[config.mk]
export PLATFORM = sky130hd
export DESIGN_NAME = serial_add_seq
export DESIGN_NICKNAME = d
export VERILOG_FILES = /design/src/rtl/serial_add_seq.sv
export SDC_FILE = /design/constraint.sdc
export NUM_CORES = 1
export LEC_CHECK = 0
export CORE_UTILIZATION = 40
export DETAILED_ROUTE_END_ITERATION = 6
export GPL_TIMING_DRIVEN = 0
export HOLD_SLACK_MARGIN = 0.15
export PLACE_DENSITY_LB_ADDON = 0.25
export SLEW_MARGIN = 10
export SYNTH_ARGS = -nofsm -noshare
export SYNTH_HDL_FRONTEND = slang
export SYNTH_SLANG_ARGS = --single-unit
[constraint.sdc]
create_clock -name clk -period 1.1 [get_ports clk]
set_input_delay 0.11 -clock clk [delete_from_list [all_inputs] [get_ports clk]]
set_output_delay 0.11 -clock clk [all_outputs]
set_load 0.01 [all_outputs]
[src/rtl/serial_add_seq.sv]
// serial_add_seq: operand streamer and result deserialiser around a serial adder.
// Define SERIAL_ADD_SEQ_CLEAR_EN to add the active-low adder_clear_b pulse after each acceptance.
module serial_add_seq #(
    parameter int WIDTH = 4
) (
    input  logic             clk,
    input  logic             rst,
    input  logic             in_valid,
    output logic             in_ready,
    input  logic [WIDTH-1:0] op_a,
    input  logic [WIDTH-1:0] op_b,
    output logic             s_in,
    output logic             shift_ctrl,
    input  logic             s_out,
    output logic             out_valid,
    input  logic             out_ready,
    output logic [WIDTH-1:0] result,
`ifdef SERIAL_ADD_SEQ_CLEAR_EN
    output logic             adder_clear_b,
`endif
    output logic             busy
);
    localparam int CW = $clog2(WIDTH);
    localparam logic [CW-1:0] LAST = CW'(WIDTH - 1);
    localparam logic [2:0] IDLE = 3'd0, SHIFT_A = 3'd1, SHIFT_B = 3'd2, RUN = 3'd3, DONE = 3'd4;
`ifdef SERIAL_ADD_SEQ_CLEAR_EN
    localparam logic [2:0] CLEAR = 3'd5;
    localparam logic [2:0] FIRST = CLEAR;
`else
    localparam logic [2:0] FIRST = SHIFT_A;
`endif

    logic [2:0]       state;
    logic [CW-1:0]    cnt;
    logic [WIDTH-1:0] a_reg, b_reg;

    always_ff @(posedge clk) begin
        if (rst) begin
            state  <= IDLE;
            cnt    <= '0;
            a_reg  <= '0;
            b_reg  <= '0;
            result <= '0;
        end else begin
            case (state)
                IDLE: if (in_valid) begin
                    a_reg <= op_a;
                    b_reg <= op_b;
                    state <= FIRST;
                end
`ifdef SERIAL_ADD_SEQ_CLEAR_EN
                CLEAR: state <= SHIFT_A;
`endif
                SHIFT_A: begin
                    a_reg <= a_reg >> 1;
                    cnt   <= (cnt == LAST) ? '0 : cnt + 1'b1;
                    if (cnt == LAST) state <= SHIFT_B;
                end
                SHIFT_B: begin
                    b_reg <= b_reg >> 1;
                    cnt   <= (cnt == LAST) ? '0 : cnt + 1'b1;
                    if (cnt == LAST) state <= RUN;
                end
                RUN: begin
                    result <= {s_out, result[WIDTH-1:1]};
                    cnt    <= (cnt == LAST) ? '0 : cnt + 1'b1;
                    if (cnt == LAST) state <= DONE;
                end
                DONE: if (out_ready) state <= IDLE;
                default: state <= IDLE;
            endcase
        end
    end

    // All outputs decode registered state only; in_ready also masks rst.
    assign busy       = (state != IDLE);
    assign in_ready   = (state == IDLE) && !rst;
    assign out_valid  = (state == DONE);
    assign shift_ctrl = (state == SHIFT_A) || (state == SHIFT_B) || (state == RUN);
    assign s_in       = (state == SHIFT_A) ? a_reg[0] : ((state == SHIFT_B) && b_reg[0]);
`ifdef SERIAL_ADD_SEQ_CLEAR_EN
    assign adder_clear_b = (state != CLEAR);
`endif
endmodule

==> impl_summary.log <==
[metrics] launch point of the worst reg-to-reg path: state[2]
[metrics] synthesized net count: 115
[metrics] Max Root-Sink Buffers: 2
[metrics] input/output buffers: 20
[metrics] most common library cell in the layout ignoring fill and taps: buf_4
[metrics] number of maximum-capacitance violations: 0
[metrics] Clock Latency Late Sink: 0.31 ns
[metrics] maximum cell stage delay along the critical path: 0.37 ns
[metrics] Routed Antenna Nets: 0
[metrics] Max IR drop VDD: 754 µV
[metrics] Crit path required time: 0.99 ns
[metrics] number of enable-type register cells in the synthesized netlist: 0
[metrics] total chip power: 1.42 mW
[metrics] path category of the worst min-delay check: in -> reg
[metrics] die area: 0.00268 mm²
[metrics] Post-synth top flop: dfxtp_1
[metrics] total I/O pin count: 22
[metrics] final cell utilization of the core: 0.707
[metrics] Root Driver: clkbuf_4
[metrics] placed cell count: 149
[metrics] core box area: 0.00228 mm²
[metrics] Slowest cell on crit path: dfxtp_4
[metrics] routed wire length per instance: 19.6 µm
[metrics] maximum clock skew at final layout: 0.00834 ns
[metrics] final setup violating endpoints: 20
[metrics] total clock sinks: 17
[metrics] num rows: 17
[metrics] CP arrival: 1.44 ns
[metrics] post-route minimum period: 1.55 ns
[metrics] n_diodes: 0
[metrics] Slew headroom: 0.545
[metrics] cell count after synthesis: 101
[metrics] largest net degree at the start of global routing: 11
[metrics] setup repair after global routing missed its margin: true
[metrics] worst r2r dst: b_reg[0]
[metrics] violations in the final reports: setup timing
[metrics] wire length of the first global-routing pass: 5.06 mm
[metrics] worst slack, placed: -0.581 ns
[metrics] First-pass DRT Iterations: 4
[metrics] half-perimeter wire length after detailed placement: 1.60 mm
[metrics] Seq. cell area: 354 µm²
[metrics] mean post-synth cell area: 9.81 µm²
[metrics] Top delay family on crit path: buffers and inverters
[metrics] detailed-route via count: 1020
[metrics] cell depth of the worst flop-to-flop path: 6
[metrics] worst reg2reg setup slack: -0.34 ns
[metrics] worst path cell trace: buf_8 > buf_8 > or3_4 > buf_6
[metrics] dominant cell type by area after synthesis: dfxtp_1
[metrics] H-tree level count: 1
[metrics] post-route worst setup slack: -0.447 ns
[metrics] result of the run: finished with violations
[metrics] capture endpoint of the worst hold path: state[0]
[metrics] count of buffering cells on the critical path with inverters included: 3
[metrics] total standard cell area after synthesis: 991 µm²
[metrics] share of flip-flops with an asynchronous set or reset after synthesis: 0
[metrics] last weighted congestion value of the routability-driven placer: 0.796
[metrics] via-per-instance ratio: 5.90
[metrics] number of antenna violations at the first check in global routing: 0
[metrics] net count of the finished layout: 160
[metrics] number of hold violations in the final report: 0
[metrics] critical path launch point type: register
[metrics] area of combinational cells with multiple inputs: 718 µm²
[metrics] TritonCTS clock tree: built
[metrics] Worst-Margin Slew: 0.682 ns
[metrics] clock-pin slew of the registers on the worst-case setup and hold paths: 0.11 ns
[metrics] number of non-filler instances in the completed layout: 173
[metrics] number of different library cells in the post-synthesis netlist: 33
[metrics] leading cell types in the layout, fill and taps excluded: buf_4 (16), nor2_1 (12), dfxtp_1 (12), clkdlybuf4s50_1 (11), buf_6 (7)
[metrics] total power divided by cell area: 884 mW/mm²
[metrics] number of filler cells placed in the layout: 168
[metrics] Yosys top cell area share: 0.343
[metrics] Remaining DRCs: 0
[metrics] number of flip-flops and latches in the synthesized netlist: 17
[metrics] vias in the first global route: 1035
[metrics] Worst Hold Launch: rst
[metrics] cell occurring most often along the worst timing path: buf_8
[metrics] effective utilization at floorplan: 0.435
[metrics] share of synthesized area occupied by flip-flops and latches: 0.343
[metrics] area overhead of the layout relative to synthesis: 62.4%
[metrics] worst hold path cell count: 2
[metrics] type of the setup path with the least slack: reg -> out
[metrics] Max Slew Vio Count: 0
[metrics] Horiz. Die Dim: 51.8 µm
[metrics] total wire length: 3.39 mm
[metrics] fraction of layout cells with a size suffix above 1: 0.586
[metrics] grt total ovfl: 0
[metrics] Max Clock Freq: 0.646 GHz
[metrics] number of CTS-inserted buffers: 3
[metrics] combined global-route utilization of all metal layers: 0.276
[metrics] leak pwr: 0.717 nW
[metrics] die height: 51.8 µm
[metrics] critical path endpoint category: output pin
[metrics] Hold Buf Count CTS: 0
[metrics] YS warnings: 0
[metrics] maximum fanout along the worst path: 6
[metrics] initial DRC count: 29
[metrics] largest cells by area after synthesis: dfxtp_1 (34%), a2111oi_2 (7.6%), mux2i_1 (7.1%), or4b_1 (6.1%), nor2_1 (4.9%)
[metrics] Final period util: 1.41
==> worst reg2reg max path, cell delays in order, from the launching register on <==
cell and delay, ns:
dfxtp_4 0.38, buf_8 0.13, buf_4 0.15, nor4b_4 0.30, buf_4 0.19, a32oi_1 0.06
a21oi_2 0.16
==> logic make-up (layout without fill, tap and decap cells) <==
| kind of cell | count (synthesis) | after routing | share of synthesized area |
|---|---|---|---|
| multiplexers | 8 | 8 | 0.0821 |
| AO/OA/AOI/OAI | 17 | 17 | 0.152 |
| XOR/XNOR | 1 | 1 | 0.00884 |
| flip-flops | 17 | 17 | 0.343 |
| adder cells (fa/ha/maj) | 1 | 1 | 0.0126 |
| AND/OR/NAND/NOR | 47 | 47 | 0.325 |
| buffers and inverters | 10 | 54 | 0.0770 |
==> power breakdown <==
group | internal [mW] | switching, mW
sequential | 0.643 | 0.0263
combinational | 0.215 | 0.169
clock | 0.142 | 0.227
==> how the worst max path moves through the flow <==
stage,slack [ns],to,startpoint,cells after the start
floorplan,-0.07,a_reg[0],state[2],3
global placement,-0.58,s_in,state[1],5
detailed placement,-0.58,s_in,state[1],5
CTS,-0.43,busy,state[0],4
global route,-0.48,s_in,state[0],5
finish,-0.45,busy,state[0],4
==> Yosys cell counts, drive strengths merged, types with 2 or more instances <==
cell type  instances
nor3               8
nand2              2
dfxtp             17
or4b               6
buf                8
nand3b             2
a2111oi            5
nor2              15
or2                5
mux2i              7
nand3              2
a21oi              8
==> area by class of cell <==
cell class,instances,share of cell area
multi-input cells,74,0.446
repair buffers,40,0.221
flip-flops and latches,17,0.220
plain buffers,9,0.0723
well taps,28,0.0218
clock buffers,4,0.0163
inverters,1,0.00233
==> through the flow <==
stage                     setup TNS [ns]  hold slack (ns)  instance area [µm²]
after global placement             -5.97            0.469                 1280
final                              -5.39            0.376                 1610
after detailed placement           -6.34            0.479                 1280
after CTS                          -4.86            0.357                 1560
after floorplan                   -0.428            0.250                 1050
after global routing               -6.15            0.393                 1610
==> repair_timing <==
action | 4_1_cts | 5_1_grt
cloned | 0 | 0
pin swaps | 15 | 12
setup endpoints to repair | 25 | 24
resized for setup | 52 | 15
buffers inserted | 20 | 6
==> layer usage <==
metal	global-route usage	wire (µm)
met4	0.144	178
met2	0.487	1720
met5	0	0
met1	0.305	1310
met3	0.0643	180
Power figures use the tool's default switching activity.
